<file path="src/rtl/us_sync_pkg.sv">
// rtl/us_sync_pkg.sv - shared constants and FSM state codes for the ultrasonic sync receiver
package us_sync_pkg;

  localparam int TS_W           = 32;
  localparam int CLK_HZ         = 50_000_000;
  localparam int CARRIER_HZ     = 40_000;
  localparam int CARRIER_PERIOD = CLK_HZ / CARRIER_HZ;

  // Accept +/-20% around the nominal carrier period by default.
  localparam int DEF_MIN_PERIOD = CARRIER_PERIOD * 4 / 5;
  localparam int DEF_MAX_PERIOD = CARRIER_PERIOD * 6 / 5;
  localparam int DEF_MIN_CYCLES = 8;
  localparam int DEF_HOLDOFF    = 50_000;

  typedef logic [1:0] state_t;

  localparam state_t ST_IDLE    = 2'd0;
  localparam state_t ST_MEASURE = 2'd1;
  localparam state_t ST_DETECT  = 2'd2;
  localparam state_t ST_HOLDOFF = 2'd3;

endpackage

</file>
<file path="src/rtl/us_edge_sync.sv">
// rtl/us_edge_sync.sv - 2-flop synchronizer with a registered previous sample and rising-edge flag
module us_edge_sync
  import us_sync_pkg::*;
(
  input  logic i_clock,
  input  logic i_reset,
  input  logic i_din,
  output logic o_rise
);

  logic r_meta;
  logic r_sync;
  logic r_prev;

  always_ff @(posedge i_clock or posedge i_reset) begin
    if (i_reset) begin
      r_meta <= 1'b0;
      r_sync <= 1'b0;
      r_prev <= 1'b0;
    end else begin
      r_meta <= i_din;
      r_sync <= r_meta;
      r_prev <= r_sync;
    end
  end

  assign o_rise = r_sync & ~r_prev;

endmodule

</file>
<file path="src/rtl/us_burst_detector.sv">
// rtl/us_burst_detector.sv - qualifies piezo carrier bursts by period and cycle count, emits detect strobe and timestamp
module us_burst_detector
  import us_sync_pkg::*;
#(
  parameter int MIN_PERIOD = DEF_MIN_PERIOD,
  parameter int MAX_PERIOD = DEF_MAX_PERIOD,
  parameter int MIN_CYCLES = DEF_MIN_CYCLES,
  parameter int HOLDOFF    = DEF_HOLDOFF
) (
  input  logic            i_clock,
  input  logic            i_reset,
  input  logic            i_enable,
  input  logic            i_piezo_in,
  output logic            o_detect_pulse,
  output logic [TS_W-1:0] o_detect_time,
  output logic [7:0]      o_reject_cnt,
  output logic            o_busy
);

  localparam int PW = $clog2(MAX_PERIOD + 3);
  localparam int HW = $clog2(HOLDOFF + 1);

  logic            w_rise;
  logic [PW-1:0]   w_period;
  logic            w_in_range;
  logic [7:0]      w_good_next;

  state_t          r_state;
  logic [TS_W-1:0] r_ts_cnt;
  logic [TS_W-1:0] r_start_ts;
  logic [TS_W-1:0] r_detect_time;
  logic [PW-1:0]   r_period_cnt;
  logic [7:0]      r_good_cnt;
  logic [7:0]      r_reject_cnt;
  logic [HW-1:0]   r_hold_cnt;

  us_edge_sync u_edge_sync (
    .i_clock (i_clock),
    .i_reset (i_reset),
    .i_din   (i_piezo_in),
    .o_rise  (w_rise)
  );

  // period_cnt reads one less than the rise-to-rise spacing at the moment a rise lands.
  assign w_period    = r_period_cnt + PW'(1);
  assign w_in_range  = (w_period >= PW'(MIN_PERIOD)) && (w_period <= PW'(MAX_PERIOD));
  assign w_good_next = r_good_cnt + 8'd1;

  always_ff @(posedge i_clock or posedge i_reset) begin
    if (i_reset) begin
      r_ts_cnt     <= '0;
      r_period_cnt <= '0;
    end else begin
      r_ts_cnt <= r_ts_cnt + TS_W'(1);
      if (w_rise)
        r_period_cnt <= '0;
      else if (r_period_cnt != PW'(MAX_PERIOD + 1))
        r_period_cnt <= r_period_cnt + PW'(1);
    end
  end

  always_ff @(posedge i_clock or posedge i_reset) begin
    if (i_reset) begin
      r_state       <= ST_IDLE;
      r_start_ts    <= '0;
      r_detect_time <= '0;
      r_good_cnt    <= '0;
      r_reject_cnt  <= '0;
      r_hold_cnt    <= '0;
    end else if (!i_enable) begin
      r_state    <= ST_IDLE;
      r_good_cnt <= '0;
    end else begin
      case (r_state)
        ST_IDLE: begin
          if (w_rise) begin
            r_state    <= ST_MEASURE;
            r_start_ts <= r_ts_cnt;
            r_good_cnt <= 8'd1;
          end
        end
        ST_MEASURE: begin
          // A rise coinciding with the timeout still gets its period evaluated.
          if (w_rise) begin
            if (w_in_range) begin
              r_good_cnt <= w_good_next;
              if (w_good_next == 8'(MIN_CYCLES)) begin
                r_state       <= ST_DETECT;
                r_detect_time <= r_start_ts;
              end
            end else begin
              r_start_ts <= r_ts_cnt;
              r_good_cnt <= 8'd1;
              if (r_reject_cnt != 8'hFF)
                r_reject_cnt <= r_reject_cnt + 8'd1;
            end
          end else if (w_period > PW'(MAX_PERIOD)) begin
            r_state    <= ST_IDLE;
            r_good_cnt <= '0;
          end
        end
        ST_DETECT: begin
          r_state    <= ST_HOLDOFF;
          r_hold_cnt <= '0;
          r_good_cnt <= '0;
        end
        ST_HOLDOFF: begin
          if (r_hold_cnt == HW'(HOLDOFF - 1))
            r_state <= ST_IDLE;
          else
            r_hold_cnt <= r_hold_cnt + HW'(1);
        end
        default: r_state <= ST_IDLE;
      endcase
    end
  end

  assign o_detect_pulse = (r_state == ST_DETECT);
  assign o_detect_time  = r_detect_time;
  assign o_reject_cnt   = r_reject_cnt;
  assign o_busy         = (r_state == ST_MEASURE) || (r_state == ST_HOLDOFF);

endmodule
</file>
<file path="config.mk">
export PLATFORM = sky130hd
export DESIGN_NAME = us_burst_detector
export DESIGN_NICKNAME = d
export VERILOG_FILES = /design/src/rtl/us_sync_pkg.sv /design/src/rtl/us_edge_sync.sv /design/src/rtl/us_burst_detector.sv
export SDC_FILE = /design/constraint.sdc
export NUM_CORES = 1
export LEC_CHECK = 0
export CAP_MARGIN = 40
export CORE_MARGIN = 2
export CORE_UTILIZATION = 40
export DETAILED_ROUTE_END_ITERATION = 10
export PLACE_DENSITY_LB_ADDON = 0.05
export SKIP_CTS_REPAIR_TIMING = 1
export SLEW_MARGIN = 20
export SYNTH_ARGS = -nofsm -noshare
export SYNTH_HDL_FRONTEND = slang
export SYNTH_SLANG_ARGS = --single-unit
export TNS_END_PERCENT = 1
</file>
<file path="constraint.sdc">
create_clock -name i_clock -period 13.1 [get_ports i_clock]
set_input_delay 2.62 -clock i_clock [delete_from_list [all_inputs] [get_ports i_clock]]
set_output_delay 2.62 -clock i_clock [all_outputs]
set_load 0.02 [all_outputs]
</file>
==> flow_summary_export.csv <==
group,metric,value,unit
cells_and_area,antennaDiodeCount,0,
yosys,syn_area,6540,um2
setup_path,regToRegSetupSlack,9.91,ns
placed_design,portBuffers,45,
route,wl,12.5,mm
timing,post-route-period-util,35.6,%
cells_and_area,instances_no_fill,831,
yosys,ys_seq_area_share,55.1,%
yosys,synth-edff-count,0,
yosys,ys_seq_elements,144,
pwr,power.leakage,3.60,nW
grt,grt-ovfl-total,0,
timing,tns,0,ns
yosys,avgSynthCellArea,11.9,um2
cells_and_area,drive_gt1_share,18.9,%
die,die_area,17400,um2
yosys,synth_most_common_cell,"dfrtp_1",
clock_network,cts_tree,"yes",
clock_network,cts-root-buf,"clkbuf_16",
yosys,syn_nets,563,
timing,drv_slew,0,
timing,fin_skew,0.0162,ns
route,drtIter0Drc,245,
setup_path,crit_type,"reg2out",
min_path,holdCritPathClass,"reg2reg",
cells_and_area,fin_nets,617,
clock_network,h-tree-depth,4,
placed_design,dpl.cell_count,799,
min_path,hold_path_startpoint,"u_edge_sync.r_meta",
grt,grt_pass1_vias,4336,
timing,slew-limit-headroom,52.1,%
die,chipHeight,132,um
clock_network,cts_sinks,144,
flow_run,cap_violations,0,
yosys,synth_top_area_cell,"dfrtp_1",
yosys,synthTopCellsByCount,"dfrtp_1 (144), mux2_2 (58), nand2_1 (48)",
die,rows,46,
placed_design,dp.final_hpwl,8.32,mm
pwr,ir_drop,0.0000858,V
setup_path,crit_required,10.48,ns
placed_design,place.gp.congestion,0.823,
placed_design,preCtsSetupSlack,8.08,ns
timing,rsz0062_at_grt,"no",
timing,hold_viol,0,
setup_path,r2r_cells,9,
grt,grt_max_degree,81,
setup_path,worstReg2RegStart,"r_period_cnt[0]",
grt,grt_antenna_before_repair,0,
clock_network,cts_buffers,17,
yosys,synth_cells,549,
yosys,yosysWarnings,0,
timing,min_period,4.67,ns
timing,worst_pin_slew,0.712,ns
cells_and_area,syn2layout_area_growth,18.8,%
route,via_count,4195,
setup_path,start_kind,"flip-flop",
yosys,ys_types,54,
route,firstDrtPassIters,4,
die,core_area,15900,um2
setup_path,path_max_fanout,8,
timing,clock.fmax,0.214,GHz
route,post_drt_wl_per_cell,15.0,um
yosys,synth-main-ff-cell,"dfrtp_1",
setup_path,cp_data_arrival_time,2.05,ns
min_path,holdPathStages,0,
timing,layout_setup_ws,8.43,ns
clock_network,clockBufferDepth,2,
grt,grt_use_total,15.5,%
clock_network,cts.reportedPaths.clkPinSlew,0.06,ns
yosys,synth_top_area_share,55.1,%
yosys,synth_area_leaders,"dfrtp_1 (55%), mux2_2 (10%), xnor2_1 (4.0%)",
run_status,status,"completed",
setup_path,endpoint_kind,"output port",
yosys,synthArstFlopShare,100,%
pwr,p_per_area,135,nW/um2
timing,setup_viol,0,
die,io_pins,46,
grt,grt_first_pass_wirelength,21.7,mm
clock_network,clk_latency,0.42,ns
route,drc,0,
route,viasPerCell,5.05,
die,initial_core_util,41.0,%
die,die_width,132,um
route,antenna_left,0,
setup_path,r2r_end,"o_detect_time[13]",
min_path,worstHoldEndpoint,"u_edge_sync.r_sync",
[where the power goes]
part	total [W]	switching, W	internal [W]
clock network	0.000439	0.000187	0.000252
logic	0.000118	0.0000633	0.0000552
registers	0.000494	0.0000267	0.000467
[kinds of logic (layout without fill, tap and decap cells)]
logic type / count (synthesis) / after routing / share of synthesized area [%]
muxes: 73 / 73 / 13.1
xor gates and xnor gates: 55 / 55 / 7.36
buffers and inverters: 26 / 92 / 2.16
DFF: 144 / 144 / 55.1
AOI/OAI and AO/OA: 43 / 43 / 4.76
and+or+nand+nor: 198 / 198 / 15.6
adders and majority gates: 10 / 10 / 1.91
[critical path, stage by stage (launching register included)]
cell and delay [ns]:
dfrtp_1 0.44, ha_1 0.32, or2_2 0.32, clkdlybuf4s50_1 0.54
[flip-flops by register name (all words and copies together) (netlist names)]
register            flops
r_good_cnt              8
r_ts_cnt               32
o_detect_time          32
u_edge_sync.r_meta      1
r_period_cnt           11
u_edge_sync.r_prev      1
r_state                 2
u_edge_sync.r_sync      1
r_start_ts             32
o_reject_cnt            8
r_hold_cnt             16
[final cells by class]
type	count	area [um2]
clock buffers	20	457
repair buffers	52	523
multi-input cells	379	2800
clock inverters	11	81.3
inverters	9	38.8
flip-flops and latches	144	3600
well taps	216	270
fillers	1446	8170
[routing by layer]
metal	routed length, um	vias to the layer above	share of wire [%]	GRT usage (%)
met4	119	0	0.96	5.25
met3	381	8	3.1	4.50
met1	6040	2099	48	20.6
met2	5910	44	47	24.4
li1	-	2044	-	-
met5	0	-	0	0
[worst max path at each step]
stage | from | endpoint | slack [ns] | cells past startpoint
after floorplan | i_reset | o_detect_time[0] | 6.61 | 1
after global placement | i_enable | r_hold_cnt[12] | 7.81 | 8
after detailed placement | i_enable | r_hold_cnt[14] | 8.08 | 8
after CTS | r_state[0] | o_busy | 8.41 | 3
after global routing | i_enable | r_hold_cnt[12] | 8.24 | 8
final | r_state[0] | o_busy | 8.43 | 3
[placed cells by master (no fill, tap or decap), types with 4 or more instances in the layout]
| cell type | count |
|---|---|
| inv_1 | 8 |
| nor2_1 | 36 |
| clkdlybuf4s50_1 | 45 |
| ha_1 | 10 |
| nor4_1 | 5 |
| xor2_1 | 25 |
| nor2b_1 | 6 |
| mux2_2 | 58 |
| dfrtp_1 | 144 |
| and2_1 | 4 |
| nand2_1 | 48 |
| nand4_1 | 12 |
| nor3_1 | 7 |
| xnor2_1 | 30 |
| and3_1 | 15 |
| o21ai_0 | 9 |
| nand2b_1 | 5 |
| mux2_4 | 10 |
| inv_6 | 4 |
| clkbuf_16 | 17 |
| buf_4 | 6 |
| a21oi_1 | 9 |
| a22o_1 | 5 |
| nand3_1 | 36 |
| and4_1 | 5 |
[per-stage QoR]
stage / total power (W) / util, % / area, um2 / hold slack [ns]
final: 0.00105 / 48.8 / 7770 / 0.348
after global routing: 0.00111 / 48.8 / 7770 / 0.355
after CTS: 0.00107 / 48.6 / 7750 / 0.350
after detailed placement: 0.000622 / 45.2 / 7210 / 0.336
after global placement: 0.000618 / 45.1 / 7190 / 0.332
after floorplan: 0.000584 / - / 6540 / 0.331
(Power assumes the default switching activity.)
